### src/rtl/sm83_alu_seq.sv
// Micro-sequencer for the 4-bit SM83 ALU datapath: loads A and B, runs the low and high
// nibble passes, then returns the 8-bit result with the {Z,N,H,C} flag nibble.
module sm83_alu_seq (
    input  logic       clk,
    input  logic       reset_n,
    input  logic       op_valid,
    output logic       op_ready,
    input  logic [3:0] op,
    input  logic [7:0] opnd_a,
    input  logic [7:0] opnd_b,
    input  logic [3:0] flags_in,
    output logic       res_valid,
    input  logic       res_ready,
    output logic [7:0] result,
    output logic [3:0] flags_out,
    output logic [7:0] alu_din,
    output logic       alu_load_a,
    output logic       alu_load_b,
    output logic       alu_load_b_zero,
    output logic       alu_shift_oe,
    output logic       alu_result_oe,
    output logic       alu_op_low,
    output logic       alu_op_b_high,
    output logic       alu_negate,
    output logic       alu_carry_in,
    output logic       alu_force_carry,
    output logic       alu_ignore_carry,
    output logic       alu_no_carry_out,
    input  logic [7:0] alu_dout,
    input  logic       alu_carry,
    input  logic       alu_zero
);

    // Handshakes: a transfer happens on the rising edge where valid && ready are both high;
    // op_ready is high only in IDLE, res_valid only in DONE, and DONE holds until res_ready.

    localparam logic [3:0] OP_ADD = 4'd0;
    localparam logic [3:0] OP_ADC = 4'd1;
    localparam logic [3:0] OP_SUB = 4'd2;
    localparam logic [3:0] OP_SBC = 4'd3;
    localparam logic [3:0] OP_AND = 4'd4;
    localparam logic [3:0] OP_XOR = 4'd5;
    localparam logic [3:0] OP_OR  = 4'd6;
    localparam logic [3:0] OP_CP  = 4'd7;
    localparam logic [3:0] OP_INC = 4'd8;
    localparam logic [3:0] OP_DEC = 4'd9;

    typedef enum logic [2:0] {
        S_IDLE = 3'd0,
        S_LD_A = 3'd1,
        S_LD_B = 3'd2,
        S_LO   = 3'd3,
        S_HI   = 3'd4,
        S_DONE = 3'd5
    } state_t;

    typedef struct packed {
        logic load_a;
        logic load_b;
        logic load_b_zero;
        logic shift_oe;
        logic result_oe;
        logic op_low;
        logic op_b_high;
        logic negate;
        logic carry_in;
        logic force_carry;
        logic ignore_carry;
        logic no_carry_out;
    } ctrl_t;

    state_t     state_q, state_d;
    logic [3:0] op_q, op_d;
    logic [7:0] a_q, a_d;
    logic [7:0] b_q, b_d;
    logic [3:0] fl_q, fl_d;
    logic       hc_q, hc_d;
    logic [7:0] result_q, result_d;
    logic [3:0] flags_q, flags_d;
    logic       op_ready_q, op_ready_d;
    logic       res_valid_q, res_valid_d;
    logic [7:0] din_q, din_d;
    ctrl_t      ctrl_q, ctrl_d;

    logic       neg_op, cin_lo, force_op, ignore_op, nco_op;

    always_comb begin
        state_d  = state_q;
        op_d     = op_q;
        a_d      = a_q;
        b_d      = b_q;
        fl_d     = fl_q;
        hc_d     = hc_q;
        result_d = result_q;
        flags_d  = flags_q;

        case (state_q)
            S_IDLE: begin
                if (op_valid) begin
                    op_d    = op;
                    a_d     = opnd_a;
                    b_d     = opnd_b;
                    fl_d    = flags_in;
                    state_d = S_LD_A;
                end
            end
            S_LD_A: state_d = S_LD_B;
            S_LD_B: state_d = S_LO;
            S_LO: begin
                hc_d    = alu_carry;
                state_d = S_HI;
            end
            S_HI: begin
                result_d = alu_dout;
                case (op_q)
                    OP_ADD, OP_ADC: flags_d = {alu_zero, 1'b0, hc_q, alu_carry};
                    OP_SUB, OP_SBC: flags_d = {alu_zero, 1'b1, !hc_q, !alu_carry};
                    OP_CP: begin
                        result_d = a_q;
                        flags_d  = {alu_zero, 1'b1, !hc_q, !alu_carry};
                    end
                    OP_AND:        flags_d = {alu_zero, 1'b0, 1'b1, 1'b0};
                    OP_XOR, OP_OR: flags_d = {alu_zero, 1'b0, 1'b0, 1'b0};
                    OP_INC:        flags_d = {alu_zero, 1'b0, hc_q, fl_q[0]};
                    OP_DEC:        flags_d = {alu_zero, 1'b1, !hc_q, fl_q[0]};
                    default: begin
                        result_d = a_q;
                        flags_d  = fl_q;
                    end
                endcase
                state_d = S_DONE;
            end
            S_DONE: begin
                if (res_ready) state_d = S_IDLE;
            end
            default: state_d = S_IDLE;
        endcase
    end

    // Per-op chain controls; NOP codes fall through to ADD (all zero).
    always_comb begin
        neg_op    = 1'b0;
        cin_lo    = 1'b0;
        force_op  = 1'b0;
        ignore_op = 1'b0;
        nco_op    = 1'b0;
        case (op_d)
            OP_ADC:        cin_lo = fl_d[0];
            OP_SUB, OP_CP: begin neg_op = 1'b1; cin_lo = 1'b1; end
            OP_SBC:        begin neg_op = 1'b1; cin_lo = !fl_d[0]; end
            OP_AND:        begin cin_lo = 1'b1; force_op = 1'b1; end
            OP_XOR:        nco_op = 1'b1;
            OP_OR:         begin force_op = 1'b1; ignore_op = 1'b1; nco_op = 1'b1; end
            OP_INC:        cin_lo = 1'b1;
            OP_DEC:        neg_op = 1'b1;
            default:       ;
        endcase
    end

    // Controls are decoded from the next state so every ALU line is a flop held for the full cycle.
    always_comb begin
        ctrl_d = '0;
        din_d  = 8'h00;
        case (state_d)
            S_LD_A: begin
                din_d           = a_d;
                ctrl_d.shift_oe = 1'b1;
                ctrl_d.load_a   = 1'b1;
            end
            S_LD_B: begin
                din_d           = b_d;
                ctrl_d.shift_oe = 1'b1;
                if (op_d == OP_INC || op_d == OP_DEC) ctrl_d.load_b_zero = 1'b1;
                else                                  ctrl_d.load_b      = 1'b1;
            end
            S_LO: begin
                ctrl_d.op_low       = 1'b1;
                ctrl_d.negate       = neg_op;
                ctrl_d.carry_in     = cin_lo;
                ctrl_d.force_carry  = force_op;
                ctrl_d.ignore_carry = ignore_op;
                ctrl_d.no_carry_out = nco_op;
            end
            S_HI: begin
                ctrl_d.op_b_high    = 1'b1;
                ctrl_d.result_oe    = 1'b1;
                ctrl_d.negate       = neg_op;
                ctrl_d.carry_in     = hc_d;
                ctrl_d.force_carry  = force_op;
                ctrl_d.ignore_carry = ignore_op;
                ctrl_d.no_carry_out = nco_op;
            end
            default: ;
        endcase
        op_ready_d  = (state_d == S_IDLE);
        res_valid_d = (state_d == S_DONE);
    end

    always_ff @(posedge clk or negedge reset_n) begin
        if (!reset_n) begin
            state_q     <= S_IDLE;
            op_q        <= 4'h0;
            a_q         <= 8'h00;
            b_q         <= 8'h00;
            fl_q        <= 4'h0;
            hc_q        <= 1'b0;
            result_q    <= 8'h00;
            flags_q     <= 4'h0;
            op_ready_q  <= 1'b1;
            res_valid_q <= 1'b0;
            din_q       <= 8'h00;
            ctrl_q      <= '0;
        end else begin
            state_q     <= state_d;
            op_q        <= op_d;
            a_q         <= a_d;
            b_q         <= b_d;
            fl_q        <= fl_d;
            hc_q        <= hc_d;
            result_q    <= result_d;
            flags_q     <= flags_d;
            op_ready_q  <= op_ready_d;
            res_valid_q <= res_valid_d;
            din_q       <= din_d;
            ctrl_q      <= ctrl_d;
        end
    end

    assign op_ready         = op_ready_q;
    assign res_valid        = res_valid_q;
    assign result           = result_q;
    assign flags_out        = flags_q;
    assign alu_din          = din_q;
    assign alu_load_a       = ctrl_q.load_a;
    assign alu_load_b       = ctrl_q.load_b;
    assign alu_load_b_zero  = ctrl_q.load_b_zero;
    assign alu_shift_oe     = ctrl_q.shift_oe;
    assign alu_result_oe    = ctrl_q.result_oe;
    assign alu_op_low       = ctrl_q.op_low;
    assign alu_op_b_high    = ctrl_q.op_b_high;
    assign alu_negate       = ctrl_q.negate;
    assign alu_carry_in     = ctrl_q.carry_in;
    assign alu_force_carry  = ctrl_q.force_carry;
    assign alu_ignore_carry = ctrl_q.ignore_carry;
    assign alu_no_carry_out = ctrl_q.no_carry_out;

endmodule

### config.mk
export PLATFORM = sky130hd
export DESIGN_NAME = sm83_alu_seq
export DESIGN_NICKNAME = d
export VERILOG_FILES = /design/src/rtl/sm83_alu_seq.sv
export SDC_FILE = /design/constraint.sdc
export NUM_CORES = 1
export LEC_CHECK = 0
export ABC_CLOCK_PERIOD_IN_PS = 1400
export CAP_MARGIN = 20
export CORE_UTILIZATION = 43
export CTS_CLUSTER_DIAMETER = 60
export DETAILED_ROUTE_END_ITERATION = 7
export HOLD_SLACK_MARGIN = 0.03
export PLACE_DENSITY = 0.78
export SLEW_MARGIN = 20
export SYNTH_ARGS = -nofsm -noshare
export SYNTH_HDL_FRONTEND = slang
export SYNTH_SLANG_ARGS = --single-unit
### constraint.sdc
create_clock -name clk -period 1.4 [get_ports clk]
set_input_delay 0.28 -clock clk [delete_from_list [all_inputs] [get_ports clk]]
set_output_delay 0.28 -clock clk [all_outputs]
set_load 0.02 [all_outputs]
==> metrics.md <==
| Metric | Value |
|---|---|
| Outcome | `complete, but fails checks` |
| Failing checks | `setup timing` |
| Met2 Usage GRT | `34.1%` |
| Post-Place Setup Slack | `-433 ps` |
| Post-synthesis area per instance | `11.7 um^2` |
| GR Overflow Total | `0` |
| Fin Clk Skew | `8.66 ps` |
| GRT Total Usage | `21.2%` |
| PortBufs | `71` |
| Hold_ws | `478 ps` |
| Largest net degree at the start of global routing | `62` |
| Gate Count Post-Synth | `220` |
| Synth Warn # | `0` |
| Clk_lat worst skew | `340 ps` |
| CP endpoint kind | `flip-flop` |
| Final slew viol count | `0` |
| Worst EP arrival | `1730 ps` |
| Met1 Usage GRT | `26.6%` |
| Global route hottest layer | `met2` |
| Slew HR | `75.5%` |
| CTS H-tree depth | `3` |
| Max Clk Rate | `665 MHz` |
| Layout cell share with drive strength beyond 1 | `17.1%` |
| Drt pass-1 iters | `4` |
| HP Class | `primary input to async pin` |
| Tot Pwr | `8.15 mW` |
| Distinct cells, synth | `37` |
| Synthesis-to-layout area growth | `44.1%` |
| First-pass GRT wire length | `9870 um` |
| # diodes | `0` |
| Initial core utilization | `45.7%` |
| Die X | `79.4 um` |
| Via count | `2023` |
| Placer Congestion | `0.810` |
| Via/cell ratio | `5.23` |
| Final WL | `5970 um` |
| Most frequent cells in the layout | `dfrtp_1, clkdlybuf4s50_1, dlygate4sd2_1` |
| Fin nets | `348` |
| Initial DRC Count | `75` |
| CP max FO | `3` |
| Startpoint Class | `flip-flop` |
| PD cells | `2190 mW/mm^2` |
| Max_cap viols | `0` |
| Synth top area cells | `dfrtp_1, mux2_1, nor2_1` |
| Final core occ | `65.8%` |
| Worst-margin pin slew | `365 ps` |
| CTS Buffer Depth | `2` |
| Row count | `27` |
| Final period utilization | `107%` |
| CTS root buffer | `clkbuf_8` |
| Synth area leader | `dfrtp_1` |
| Setup CP Type | `flip-flop to flip-flop` |
| Most common cell after layout, fill and taps aside | `dfrtp_1` |
| Final worst slack | `-104 ps` |
| Vias in the first global route | `2036` |
| Final min period | `1500 ps` |
| Pleak | `1.72 nW` |
| Top-area cell type share of the netlist area | `58.3%` |
| Hpwl dp | `4070 um` |
| EDFF count, synth | `0` |
| Die ar. | `0.00630 mm^2` |
| Drt drc | `0` |
| Setup Viol. Count Final | `22` |
| Post-synth net total | `258` |
| FFs w/ async S/R, synth | `100%` |
| RSZ-0062 raised after global routing | `yes` |
| Synth Flop Type | `dfrtp_1` |
| Core Region | `0.00564 mm^2` |
| CTS Buf Count | `9` |
| DR WL/cell | `15.4 um` |
| Grt met3 use | `8.57%` |
| Post-route ant nets | `0` |
| Yosys reg bits | `61` |
| Worst Path Required | `1630 ps` |
| Seq/Total Area, Yosys | `59.3%` |
| Worst-path clk slew | `60 ps` |
| Initial antenna violation count | `0` |
| DIE HEIGHT | `79.4 um` |
| Mapped cell area | `0.00258 mm^2` |
| Fin. Hold Viols | `0` |
| IO Pins | `72` |
| CTS tree | `yes` |
| Sink Count | `61` |
| VDD IR max | `960 uV` |
## logic make-up (layout without fill, tap and decap cells)
family                 after synthesis  in the layout  synth area share [%]
flip-flops                          61             61                  59.3
AO/OA/AOI/OAI                       43             43                  10.3
XOR/XNOR                             2              2                 0.680
multiplexers                        33             33                  14.0
AND/OR/NAND/NOR                     61             61                  11.9
buffers and inverters               20            115                  3.79
## report_power, final
part	switching (mW)	leakage [nW]	internal (mW)
clock	0.651	0.0905	0.735
sequential	0.519	0.743	2.55
combinational	1.91	0.885	1.78
## sequential cells by signal, indices dropped and copies added, names as in the netlist
name              flops
alu_negate            1
alu_op_b_high         1
alu_ignore_carry      1
result                8
alu_carry_in          1
b_q                   8
state_q               3
hc_q                  1
op_q                  4
alu_no_carry_out      1
a_q                   8
alu_load_b_zero       1
alu_force_carry       1
alu_din               8
flags_out             4
res_valid             1
alu_load_b            1
alu_shift_oe          1
op_ready              1
alu_op_low            1
fl_q                  4
alu_load_a            1
## final cells by class
cell class	instances	area, um^2
Sequential cell	61	1530
Clock buffer	14	163
Tap cell	72	90.1
Inverter	5	18.8
Clock inverter	2	10.0
Multi-Input combinational cell	139	997
Fill cell	463	1930
Timing Repair Buffer	94	903
## through the flow
| stage | setup TNS, ps | area, um^2 | std cells |
|---|---|---|---|
| after global placement | -12800 | 3450 | 366 |
| after global routing | -3020 | 3710 | 387 |
| after detailed placement | -14090 | 3450 | 366 |
| after CTS | -2490 | 3670 | 385 |
| after floorplan | -1000 | 2600 | 220 |
| final | -1700 | 3710 | 387 |
## metal layers
metal  vias up  routed length (um)
met5         -                   0
met4         0                  33
met3         5                 344
met2        67                3020
met1      1012                2580
li1        939                   -
## synth_stat cells (all sizes together), types with 2 or more instances
| cell type | count |
|---|---|
| mux2 | 24 |
| dfrtp | 60 |
| or2 | 3 |
| nor3b | 2 |
| mux2i | 9 |
| xnor2 | 2 |
| and2 | 2 |
| a31oi | 3 |
| buf | 11 |
| a21oi | 14 |
| o21ai | 10 |
| nand3 | 3 |
| nand3b | 2 |
| clkbuf | 4 |
| nand2 | 8 |
| nor3 | 4 |
| a22oi | 8 |
| inv | 5 |
| nor2 | 28 |
| nand2b | 6 |
## critical path: stages, from the launching register on
cell and delay, ps:
dfrtp_1 410, nor4b_4 270, buf_4 180, mux2_4 310, a21bo_1 170, a21oi_1 50
## final timing paths
path                                       from  slack, ps                        end  depth (start not counted)
setup / recovery           state_q[2]$_DFF_PN0_       -100       alu_negate$_DFF_PN0_                          5
hold / removal                          reset_n        480  alu_load_b_zero$_DFF_PN0_                          3
setup reg to reg           state_q[2]$_DFF_PN0_       -100       alu_negate$_DFF_PN0_                          5
hold reg to reg                a_q[7]$_DFF_PN0_        490           a_q[7]$_DFF_PN0_                          1
max in group asynchronous               reset_n        640         op_ready$_DFF_PN1_                          3
min in group clk               a_q[7]$_DFF_PN0_        490           a_q[7]$_DFF_PN0_                          1
## what timing repair did
item                                   in CTS  in global routing
pin swaps                                   2                  2
endpoints found under the hold margin      60                  0
gates resized for setup                    46                 12
hold buffers                                1                  0
setup buffers                               1                  2
gates cloned                                1                  1
setup endpoints to repair                  77                 38
Note: power is estimated with default switching activity, not from simulation.
